--- config.mk ---
export PLATFORM = sky130hd
export DESIGN_NAME = dlx_control_fsm
export DESIGN_NICKNAME = d
export VERILOG_FILES = /design/src/rtl/dlx_pkg.sv /design/src/rtl/dlx_ctrl_decode.sv /design/src/rtl/dlx_control_fsm.sv
export SDC_FILE = /design/constraint.sdc
export NUM_CORES = 1
export LEC_CHECK = 0
export CORE_UTILIZATION = 42
export DETAILED_ROUTE_END_ITERATION = 16
export PLACE_DENSITY = 0.74
export SYNTH_ARGS = -nofsm -noshare
export SYNTH_HDL_FRONTEND = slang
export SYNTH_SLANG_ARGS = --single-unit
--- constraint.sdc ---
create_clock -name i_clock -period 2.08 [get_ports i_clock]
set_input_delay 0.312 -clock i_clock [delete_from_list [all_inputs] [get_ports i_clock]]
set_output_delay 0.312 -clock i_clock [all_outputs]
set_load 0.005 [all_outputs]
--- src/rtl/dlx_pkg.sv ---
// rtl/dlx_pkg.sv - DLX control encodings, FSM state type and strobe bundle
package dlx_pkg;

  localparam logic [5:0] OP_RTYPE = 6'h00;
  localparam logic [5:0] OP_ADDI  = 6'h08;
  localparam logic [5:0] OP_ANDI  = 6'h0C;
  localparam logic [5:0] OP_ORI   = 6'h0D;
  localparam logic [5:0] OP_LW    = 6'h23;
  localparam logic [5:0] OP_SW    = 6'h2B;
  localparam logic [5:0] OP_BEQZ  = 6'h04;
  localparam logic [5:0] OP_BNEZ  = 6'h05;
  localparam logic [5:0] OP_J     = 6'h02;
  localparam logic [5:0] OP_JAL   = 6'h03;
  localparam logic [5:0] OP_HALT  = 6'h3F;

  localparam logic [10:0] FN_ADD = 11'h020;
  localparam logic [10:0] FN_SUB = 11'h022;
  localparam logic [10:0] FN_AND = 11'h024;
  localparam logic [10:0] FN_OR  = 11'h025;
  localparam logic [10:0] FN_XOR = 11'h026;
  localparam logic [10:0] FN_SLL = 11'h004;
  localparam logic [10:0] FN_SRL = 11'h006;
  localparam logic [10:0] FN_SLT = 11'h02A;

  localparam logic [3:0] ALU_ADD     = 4'd0;
  localparam logic [3:0] ALU_SUB     = 4'd1;
  localparam logic [3:0] ALU_AND     = 4'd2;
  localparam logic [3:0] ALU_OR      = 4'd3;
  localparam logic [3:0] ALU_XOR     = 4'd4;
  localparam logic [3:0] ALU_SLL     = 4'd5;
  localparam logic [3:0] ALU_SRL     = 4'd6;
  localparam logic [3:0] ALU_SLT     = 4'd7;
  localparam logic [3:0] ALU_PASS_S1 = 4'd8;
  localparam logic [3:0] ALU_INC4    = 4'd9;

  localparam logic [1:0] DST_RD  = 2'd0;
  localparam logic [1:0] DST_RS2 = 2'd1;
  localparam logic [1:0] DST_R31 = 2'd2;

  typedef enum logic [4:0] {
    ST_RESET, ST_FETCH, ST_IFETCH, ST_DECODE, ST_ALU_R, ST_ALU_I, ST_WB,
    ST_MEM_ADDR, ST_LOAD, ST_STORE, ST_BRANCH, ST_BR_TAKE, ST_JUMP,
    ST_LINK, ST_JUMP_J, ST_HALT, ST_TRAP
  } ctrl_state_t;

  typedef struct packed {
    logic       ir_oe_s1;
    logic       imm26_sel;
    logic       ir_oe_s2;
    logic       pc_load;
    logic       pc_oe_s1;
    logic       pc_oe_s2;
    logic       a_load;
    logic       b_load;
    logic       a_oe_s1;
    logic       b_oe_s2;
    logic       c_load;
    logic       mar_load;
    logic       mem_req;
    logic       mem_we;
    logic       regfile_we;
    logic [3:0] alu_op;
    logic       halted;
    logic       illegal;
  } ctrl_out_t;

endpackage

--- src/rtl/dlx_ctrl_decode.sv ---
// rtl/dlx_ctrl_decode.sv - instruction dispatch: opcode/func to next state, alu_op, legal
module dlx_ctrl_decode
  import dlx_pkg::*;
(
  input  logic [5:0]  i_opcode,
  input  logic [10:0] i_opcodeALU,
  output ctrl_state_t o_next_state,
  output logic [3:0]  o_alu_op,
  output logic        o_legal
);

  always_comb begin
    o_next_state = ST_TRAP;
    o_alu_op     = ALU_ADD;
    o_legal      = 1'b1;
    case (i_opcode)
      OP_RTYPE: begin
        o_next_state = ST_ALU_R;
        case (i_opcodeALU)
          FN_ADD:  o_alu_op = ALU_ADD;
          FN_SUB:  o_alu_op = ALU_SUB;
          FN_AND:  o_alu_op = ALU_AND;
          FN_OR:   o_alu_op = ALU_OR;
          FN_XOR:  o_alu_op = ALU_XOR;
          FN_SLL:  o_alu_op = ALU_SLL;
          FN_SRL:  o_alu_op = ALU_SRL;
          FN_SLT:  o_alu_op = ALU_SLT;
          default: o_legal  = 1'b0;
        endcase
      end
      OP_ADDI: begin
        o_next_state = ST_ALU_I;
        o_alu_op     = ALU_ADD;
      end
      OP_ANDI: begin
        o_next_state = ST_ALU_I;
        o_alu_op     = ALU_AND;
      end
      OP_ORI: begin
        o_next_state = ST_ALU_I;
        o_alu_op     = ALU_OR;
      end
      OP_LW, OP_SW:     o_next_state = ST_MEM_ADDR;
      OP_BEQZ, OP_BNEZ: o_next_state = ST_BRANCH;
      OP_J, OP_JAL:     o_next_state = ST_JUMP;
      OP_HALT:          o_next_state = ST_HALT;
      default:          o_legal      = 1'b0;
    endcase
    if (!o_legal) o_next_state = ST_TRAP;
  end

endmodule

--- src/rtl/dlx_control_fsm.sv ---
// rtl/dlx_control_fsm.sv - multi-cycle DLX control sequencer with memory handshake waits
module dlx_control_fsm
  import dlx_pkg::*;
(
  input  logic        i_clock,
  input  logic        i_reset,
  input  logic [5:0]  i_opcode,
  input  logic [10:0] i_opcodeALU,
  input  logic        i_zero,
  input  logic        i_mem_ready,
  output logic        o_IRload,
  output logic        o_IRoeS1,
  output logic        o_imm26_sel,
  output logic        o_IRoeS2,
  output logic        o_PCload,
  output logic        o_PCoeS1,
  output logic        o_PCoeS2,
  output logic        o_Aload,
  output logic        o_Bload,
  output logic        o_AoeS1,
  output logic        o_BoeS2,
  output logic        o_Cload,
  output logic        o_MARload,
  output logic        o_MDRload,
  output logic        o_mem_req,
  output logic        o_mem_we,
  output logic        o_regfile_we,
  output logic [1:0]  o_reg_dst_sel,
  output logic [3:0]  o_alu_op,
  output logic        o_halted,
  output logic        o_illegal
);

  ctrl_state_t r_state;
  ctrl_out_t   r_out;
  logic [1:0]  r_reg_dst;
  logic        r_is_sw;
  logic        r_is_bnez;
  logic        r_is_jal;

  ctrl_state_t w_next;
  ctrl_state_t w_dec_state;
  ctrl_out_t   w_out;
  logic [3:0]  w_dec_alu;
  logic        w_dec_legal;
  logic        w_is_jal;
  logic        w_taken;

  dlx_ctrl_decode u_decode (
    .i_opcode     (i_opcode),
    .i_opcodeALU  (i_opcodeALU),
    .o_next_state (w_dec_state),
    .o_alu_op     (w_dec_alu),
    .o_legal      (w_dec_legal)
  );

  assign w_is_jal = (i_opcode == OP_JAL);
  assign w_taken  = r_is_bnez ? !i_zero : i_zero;

  always_comb begin
    w_next = r_state;
    case (r_state)
      ST_RESET:    w_next = ST_FETCH;
      ST_FETCH:    w_next = ST_IFETCH;
      ST_IFETCH:   if (i_mem_ready) w_next = ST_DECODE;
      ST_DECODE:   w_next = w_dec_legal ? w_dec_state : ST_TRAP;
      ST_ALU_R:    w_next = ST_WB;
      ST_ALU_I:    w_next = ST_WB;
      ST_WB:       w_next = ST_FETCH;
      ST_MEM_ADDR: w_next = r_is_sw ? ST_STORE : ST_LOAD;
      ST_LOAD:     if (i_mem_ready) w_next = ST_WB;
      ST_STORE:    if (i_mem_ready) w_next = ST_FETCH;
      ST_BRANCH:   w_next = w_taken ? ST_BR_TAKE : ST_FETCH;
      ST_BR_TAKE:  w_next = ST_FETCH;
      ST_JUMP:     w_next = r_is_jal ? ST_LINK : ST_FETCH;
      ST_LINK:     w_next = ST_JUMP_J;
      ST_JUMP_J:   w_next = ST_FETCH;
      ST_HALT:     w_next = ST_HALT;
      ST_TRAP:     w_next = ST_TRAP;
      default:     w_next = ST_RESET;
    endcase
  end

  // Strobes are decoded from the state being entered so they register alongside it.
  always_comb begin
    w_out = '0;
    case (w_next)
      ST_FETCH: begin
        w_out.pc_oe_s1 = 1'b1;
        w_out.alu_op   = ALU_PASS_S1;
        w_out.mar_load = 1'b1;
      end
      ST_IFETCH: w_out.mem_req = 1'b1;
      ST_DECODE: begin
        w_out.a_load   = 1'b1;
        w_out.b_load   = 1'b1;
        w_out.pc_oe_s1 = 1'b1;
        w_out.alu_op   = ALU_INC4;
        w_out.pc_load  = 1'b1;
      end
      ST_ALU_R: begin
        w_out.a_oe_s1 = 1'b1;
        w_out.b_oe_s2 = 1'b1;
        w_out.alu_op  = w_dec_alu;
        w_out.c_load  = 1'b1;
      end
      ST_ALU_I: begin
        w_out.a_oe_s1  = 1'b1;
        w_out.ir_oe_s2 = 1'b1;
        w_out.alu_op   = w_dec_alu;
        w_out.c_load   = 1'b1;
      end
      ST_WB, ST_LINK: w_out.regfile_we = 1'b1;
      ST_MEM_ADDR: begin
        w_out.a_oe_s1  = 1'b1;
        w_out.ir_oe_s2 = 1'b1;
        w_out.alu_op   = ALU_ADD;
        w_out.mar_load = 1'b1;
      end
      ST_LOAD: w_out.mem_req = 1'b1;
      ST_STORE: begin
        w_out.mem_req = 1'b1;
        w_out.mem_we  = 1'b1;
        w_out.b_oe_s2 = 1'b1;
      end
      ST_BRANCH: begin
        w_out.a_oe_s1 = 1'b1;
        w_out.alu_op  = ALU_PASS_S1;
      end
      ST_BR_TAKE: begin
        w_out.pc_oe_s2 = 1'b1;
        w_out.ir_oe_s1 = 1'b1;
        w_out.alu_op   = ALU_ADD;
        w_out.pc_load  = 1'b1;
      end
      ST_JUMP, ST_JUMP_J: begin
        if (w_next == ST_JUMP && w_is_jal) begin
          w_out.pc_oe_s1 = 1'b1;
          w_out.alu_op   = ALU_PASS_S1;
          w_out.c_load   = 1'b1;
        end else begin
          w_out.pc_oe_s2  = 1'b1;
          w_out.ir_oe_s1  = 1'b1;
          w_out.imm26_sel = 1'b1;
          w_out.alu_op    = ALU_ADD;
          w_out.pc_load   = 1'b1;
        end
      end
      ST_HALT: w_out.halted  = 1'b1;
      ST_TRAP: w_out.illegal = 1'b1;
      default: ;
    endcase
  end

  always_ff @(posedge i_clock) begin
    if (i_reset) begin
      r_state   <= ST_RESET;
      r_out     <= '0;
      r_reg_dst <= DST_RD;
      r_is_sw   <= 1'b0;
      r_is_bnez <= 1'b0;
      r_is_jal  <= 1'b0;
    end else begin
      r_state <= w_next;
      r_out   <= w_out;
      if (r_state == ST_DECODE) begin
        r_is_sw   <= (i_opcode == OP_SW);
        r_is_bnez <= (i_opcode == OP_BNEZ);
        r_is_jal  <= w_is_jal;
      end
      if (w_next == ST_WB)
        r_reg_dst <= (r_state == ST_ALU_R) ? DST_RD : DST_RS2;
      else if (w_next == ST_LINK)
        r_reg_dst <= DST_R31;
    end
  end

  // Capture strobes complete in the same cycle memory answers.
  assign o_IRload      = (r_state == ST_IFETCH) && i_mem_ready;
  assign o_MDRload     = (r_state == ST_LOAD) && i_mem_ready;
  assign o_IRoeS1      = r_out.ir_oe_s1;
  assign o_imm26_sel   = r_out.imm26_sel;
  assign o_IRoeS2      = r_out.ir_oe_s2;
  assign o_PCload      = r_out.pc_load;
  assign o_PCoeS1      = r_out.pc_oe_s1;
  assign o_PCoeS2      = r_out.pc_oe_s2;
  assign o_Aload       = r_out.a_load;
  assign o_Bload       = r_out.b_load;
  assign o_AoeS1       = r_out.a_oe_s1;
  assign o_BoeS2       = r_out.b_oe_s2;
  assign o_Cload       = r_out.c_load;
  assign o_MARload     = r_out.mar_load;
  assign o_mem_req     = r_out.mem_req;
  assign o_mem_we      = r_out.mem_we;
  assign o_regfile_we  = r_out.regfile_we;
  assign o_reg_dst_sel = r_reg_dst;
  assign o_alu_op      = r_out.alu_op;
  assign o_halted      = r_out.halted;
  assign o_illegal     = r_out.illegal;

endmodule
; Yosys cells after proc, flatten, opt, wreduce, memory -nomap -nowiden
; Index checks and enable logic that the tools add are counted.
[word_totals]
register_bits = 31
input_bits = 21
output_inout_bits = 25
elab_cells = 138
[classes]
eq_ne = 50
mux = 37
bitwise_logic = 1
reduce_logical = 27
[ops]
columns = operator, count
row1 = $eq 5x4->1 const B, 16
row2 = $eq 11x6->1 const B, 6
row3 = $pmux 5 s13, 1
row4 = $eq 5x3->1 const B, 8
row5 = $pmux 5 s6, 1
row6 = $reduce_or 2->1, 14
row7 = $eq 11x3->1 const B, 2
row8 = $pmux 3 s7, 1
row9 = $eq 5x2->1 const B, 4
row10 = $mux 5, 4
row11 = $eq 6x4->1 const B, 3
row12 = $eq 6x6->1 const B, 3
row13 = $pmux 4 s4, 1
row14 = $mux 1, 15
row15 = $eq 6x2->1 const B, 2
row16 = $eq 6x3->1 const B, 2
row17 = $mux 4, 3
row18 = $pmux 1 s2, 6
row19 = $pmux 4 s3, 1
row20 = $eq 5x1->1 const B, 2
row21 = $eq 5x5->1 const B, 2
row22 = $reduce_or 10->1, 1
row23 = $mux 2, 4
row24 = $reduce_or 4->1, 2
row25 = other kinds (8), 11

; Longest topological paths before layout
; Gate-level depths: netlist (run 1).
[logic_depth]
ltp_word = 10
depth_mapped = 8
depth_no_buf = 6

; By module
; Synthesis (run 1) repeated with hierarchy kept, for this count alone.
[hier_totals]
cells_unflattened = 221
hier_area_um2 = 1820.5
[modules_own_cells]
columns = module, n_inst, cells_per_inst, area_each_um2
row1 = dlx_control_fsm, 1, 171, 1508.9
row2 = dlx_ctrl_decode, 1, 50, 311.5

; Worst setup path after synthesis (run 1)
; Ideal clock, no wire load.
[synth_timing]
kind = flip-flop to flip-flop
startpoint = reg r_state[2]
endpoint = reg r_out (netlist bit o_AoeS1)
setup_ns = 0.071
t_arrival_ns = 1.962
t_required_ns = 2.009
setup_slack_ns = 0.048
stages_incl_launch_ff = 8
period_less_slack_ns = 2.032
path_cell_list = dfxtp_1 > or4b_4 > a21oi_2 > nor3_1 > and2_4 > buf_6 > or4_1 > a21oi_1
[synth_between]
elab_chain_cells = 6
elab_cells_between_ends = 29
[synth_rtl]
columns = element, line
row1 = from (decl), dlx_control_fsm.sv:34  ; ctrl_state_t r_state;
row2 = from (signal assigned), dlx_control_fsm.sv:164  ; r_state <= w_next;
row3 = "$eq 5x4->1, or another cell as far along", dlx_control_fsm.sv:62  ; case (r_state)
row4 = $reduce_or 4->1 (no line) / $reduce_or 2->1 (equally long branches), n/a
row5 = $pmux 5 s13 *, dlx_control_fsm.sv:62
row6 = $eq 5x3->1 / $eq 5x4->1 (equally long branches), dlx_control_fsm.sv:87  ; case (w_next)
row7 = $reduce_or 4->1 (no line) *, n/a
row8 = $mux 1 *, dlx_control_fsm.sv:87
row9 = to (signal assigned), dlx_control_fsm.sv:165  ; r_out <= w_out;
row10 = to (decl), dlx_control_fsm.sv:35  ; ctrl_out_t r_out;
; Every way passes the cells marked *; elsewhere a longest branch is shown, timed or not.
; A chain may end at the register's enable or synchronous reset.

; Final worst setup path (run 1)
[layout_timing]
startpoint = reg r_state[1]
endpoint = reg r_out (netlist bit o_AoeS1)
; The elaborated chain is that of the path after synthesis.

==> run_results.csv, run 1 <==
group,metric,value,unit
outcome,status,"finished, final reports clean",
cts,clock_path_buffers,2,
yosys,synthAdderAreaFrac,0,%
timing,final_hold_viol_count,0,
yosys,netlist_instances,209,
final_layout,antenna_cells,0,
die,die_w,66.2,um
cts,cts-root-buf,"clkbuf_8",
die,dieArea,4380,sq um
cts,numCtsBuffers,5,
pwr,switching_power,0.789,mW
pwr,combPwrFrac,51.5,%
global_route,antenna_found_initial,0,
final_layout,finalNetCount,333,
die,rows,22,
yosys,synth_xor_area_share,1.01,%
timing,setup_viol,0,
cts,cts_max_level,2,
setup_path,cp-end-kind,"register",
min_path,min_path_type,"register to register",
yosys,syn_nets,230,
yosys,syn_area,1730,sq um
final_layout,syn2layout_area_growth,66.1,%
setup_path,crit_type,"register to register",
place,dp_hpwl,3.76,mm
timing,fmax,487,MHz
pwr,p_int,1.60,mW
final_layout,final_cell_mix,"63 x buf_4, 34 x clkdlybuf4s50_1, 25 x dfxtp_1",
setup_path,critPathLaunchType,"register",
die,die_h,66.2,um
pwr,vdd_ir_drop_max,0.418,mV
yosys,synth_top_family_by_area,"simple AND/OR/NAND/NOR gates",
setup_path,critical_path.max_fanout,9,
route,vias,1963,
route,wl_per_cell,14.4,um
die,io_pins,46,
yosys,synth_area_leaders,"dfxtp_1 34%, a21oi_1 5.2%, nand2_1 3.5%",
timing,final.setup.tns,0,ns
pwr,clockPowerShare,19.2,%
place,io_buffers,45,
cts,cts_tree,"yes",
flow_run,cap_violations,0,
global_route,overflow,0,
yosys,synthSimpleGateAreaFrac,36.1,%
yosys,ys_types,59,
timing,timing.hold.ws,0.462,ns
cts,clock-sinks,29,
cts,clk_pin_slew,0.06,ns
pwr,power,2.39,mW
final_layout,fin_cells,360,
route,first_pass_iters,4,
final_layout,fillCellCount,285,
pwr,leakagePower,1.27,nW
route,first_iter_violations,104,
cts,clk_latency,0.28,ns
yosys,synthMuxAreaShare,0.650,%
setup_path,cp.required,2.30,ns
yosys,synth_ff_type,"dfxtp_1",
yosys,ys_ff_latch,29,
yosys,syn_area_per_cell,8.29,sq um
yosys,seq_area_frac_synth,33.5,%
route,drt_wl_total,5.17,mm
route,viasPerCell,5.45,
place,dp_cells,348,
timing,fin_crit_sh,98.7,%
place,gp_congestion,0.924,
timing,relSlewSlack,69.6,%
die,core_area,3800,sq um
die,initial_core_util,45.6,%
timing,min_period,2.05,ns
global_route,grt_pass1_wl,8.52,mm
global_route,grt_pass1_vias,1906,
final_layout,final_common_cell,"buf_4",
pwr,power_density,829,nW/um^2
yosys,yosysTopAreaCellShare,33.5,%
place,placed_area,2610,sq um
final_layout,post_route_cells_drive_above_1_share,35.6,%
final_layout,fin_area,2880,sq um
pwr,p_seq_share,29.3,%
setup_path,arrival,2.27,ns
global_route,track_usage,25.8,%
yosys,synth_largest_area_cell,"dfxtp_1",
timing,drv_slew,0,
pwr,switching_share,33.1,%
yosys,synthArstFlopShare,0,%
route,drc,0,
global_route,grt_max_degree,15,
yosys,synth_compound_area_share,22.6,%
timing,fin_skew,0.00730,ns
yosys,synth_edf_count,0,
timing,worst_pin_slew,0.452,ns
timing,rsz0062_at_grt,"yes",
route,ant_nets,0,
yosys,yosysWarnings,0,
==> kinds of logic after synthesis <==
kind of cell / Yosys count
flip-flops: 29
buffers and inverters: 21
XOR/XNOR: 2
multiplexers: 1
AO/OA/AOI/OAI: 57
AND/OR/NAND/NOR: 99
==> cell usage after synthesis (4+ instances only) <==
cell,count
a211oi_1,7
o31ai_1,5
and2_1,5
nor2_1,16
a21oi_1,18
and3_1,6
dfxtp_1,29
nand2_1,16
o21ai_0,4
buf_2,5
nor4_1,5
nor3_1,6
nand3_1,7
nand2b_1,4
inv_1,8
==> critical path, stage by stage (launching register included) <==
cell and delay, ns:
dfxtp_4 0.37, or4b_4 0.56, a21oi_4 0.16, nor3_2 0.08, and2_4 0.18, or4_4 0.51, a21oi_2 0.13
==> per-stage QoR <==
step | setup slack (ns) | util (%)
6_report | 0.0264 | 75.7
5_1_grt | -0.0344 | 75.7
4_1_cts | 0.000444 | 73.4
3_5_place_dp | -0.476 | 68.7
3_3_place_gp | -0.409 | 68.7
2_1_floorplan | 0.0478 | -
==> sequential cells by signal, summed over array words and instances, names as in the netlist <==
register       flops
r_state            5
o_alu_op           4
o_reg_dst_sel      2
o_Aload            1
o_AoeS1            1
o_BoeS2            1
o_Cload            1
o_IRoeS2           1
o_MARload          1
o_PCload           1
o_PCoeS1           1
o_PCoeS2           1
o_halted           1
o_illegal          1
o_imm26_sel        1
o_mem_req          1
o_mem_we           1
o_regfile_we       1
r_is_bnez          1
r_is_jal           1
r_is_sw            1
==> power groups by stage <==
| stage | Sequential (mW) | Combinational (mW) | Clock, mW |
|---|---|---|---|
| 4_1_cts | 0.695 | 1.14 | 0.460 |
| 3_5_place_dp | 0.703 | 1.09 | 0 |
| 6_report | 0.700 | 1.23 | 0.457 |
| 3_3_place_gp | 0.703 | 1.07 | 0 |
| 2_1_floorplan | 0.688 | 0.531 | 0 |
| 5_1_grt | 0.710 | 1.33 | 0.489 |
==> area by class of cell <==
type                    instances  area, sq um  share of cell area [%]
well taps                      48         60.1                    2.09
multi-input cells             159         1170                    40.5
clock buffers                   7         86.3                    3.00
inverters                       8         30.0                    1.04
flip-flops and latches         29          591                    20.5
repair buffers                109          943                    32.8
==> worst paths after layout <==
check                           startpoint      end  slack (ns)  depth (start not counted)
worst max-delay path            r_state[1]  o_AoeS1        0.03                          6
worst min-delay path               r_is_sw  r_is_sw        0.46                          2
worst max register to register  r_state[1]  o_AoeS1        0.03                          6
worst min register to register     r_is_sw  r_is_sw        0.46                          2
==> routing by layer <==
metal | vias to the layer above | GRT usage [%] | share of wire (%)
li1 | 977 | - | -
met1 | 929 | 31.6 | 45
met2 | 49 | 43.6 | 49
met3 | 8 | 5.52 | 3.5
met4 | 0 | 9.84 | 1.6
met5 | - | 0 | 0
==> repair_timing <==
item / CTS / global route
gates cloned: 0 / 0
hold buffers: 0 / 0
setup endpoints to repair: 15 / 17
buffers inserted: 4 / 1
gates resized for setup: 20 / 24
pin swaps: 11 / 9
(Power assumes the default switching activity.)
==> inputs of run 2 (changes only) <==
--- a/config.mk
+++ b/config.mk
@@ -8,6 +8,7 @@
 export CORE_UTILIZATION = 42
 export DETAILED_ROUTE_END_ITERATION = 16
 export PLACE_DENSITY = 0.74
+export SLEW_MARGIN = 20
 export SYNTH_ARGS = -nofsm -noshare
 export SYNTH_HDL_FRONTEND = slang
 export SYNTH_SLANG_ARGS = --single-unit
==> results of run 2 <==
The final DEF is identical to that of run 1; final timing and power are the same.
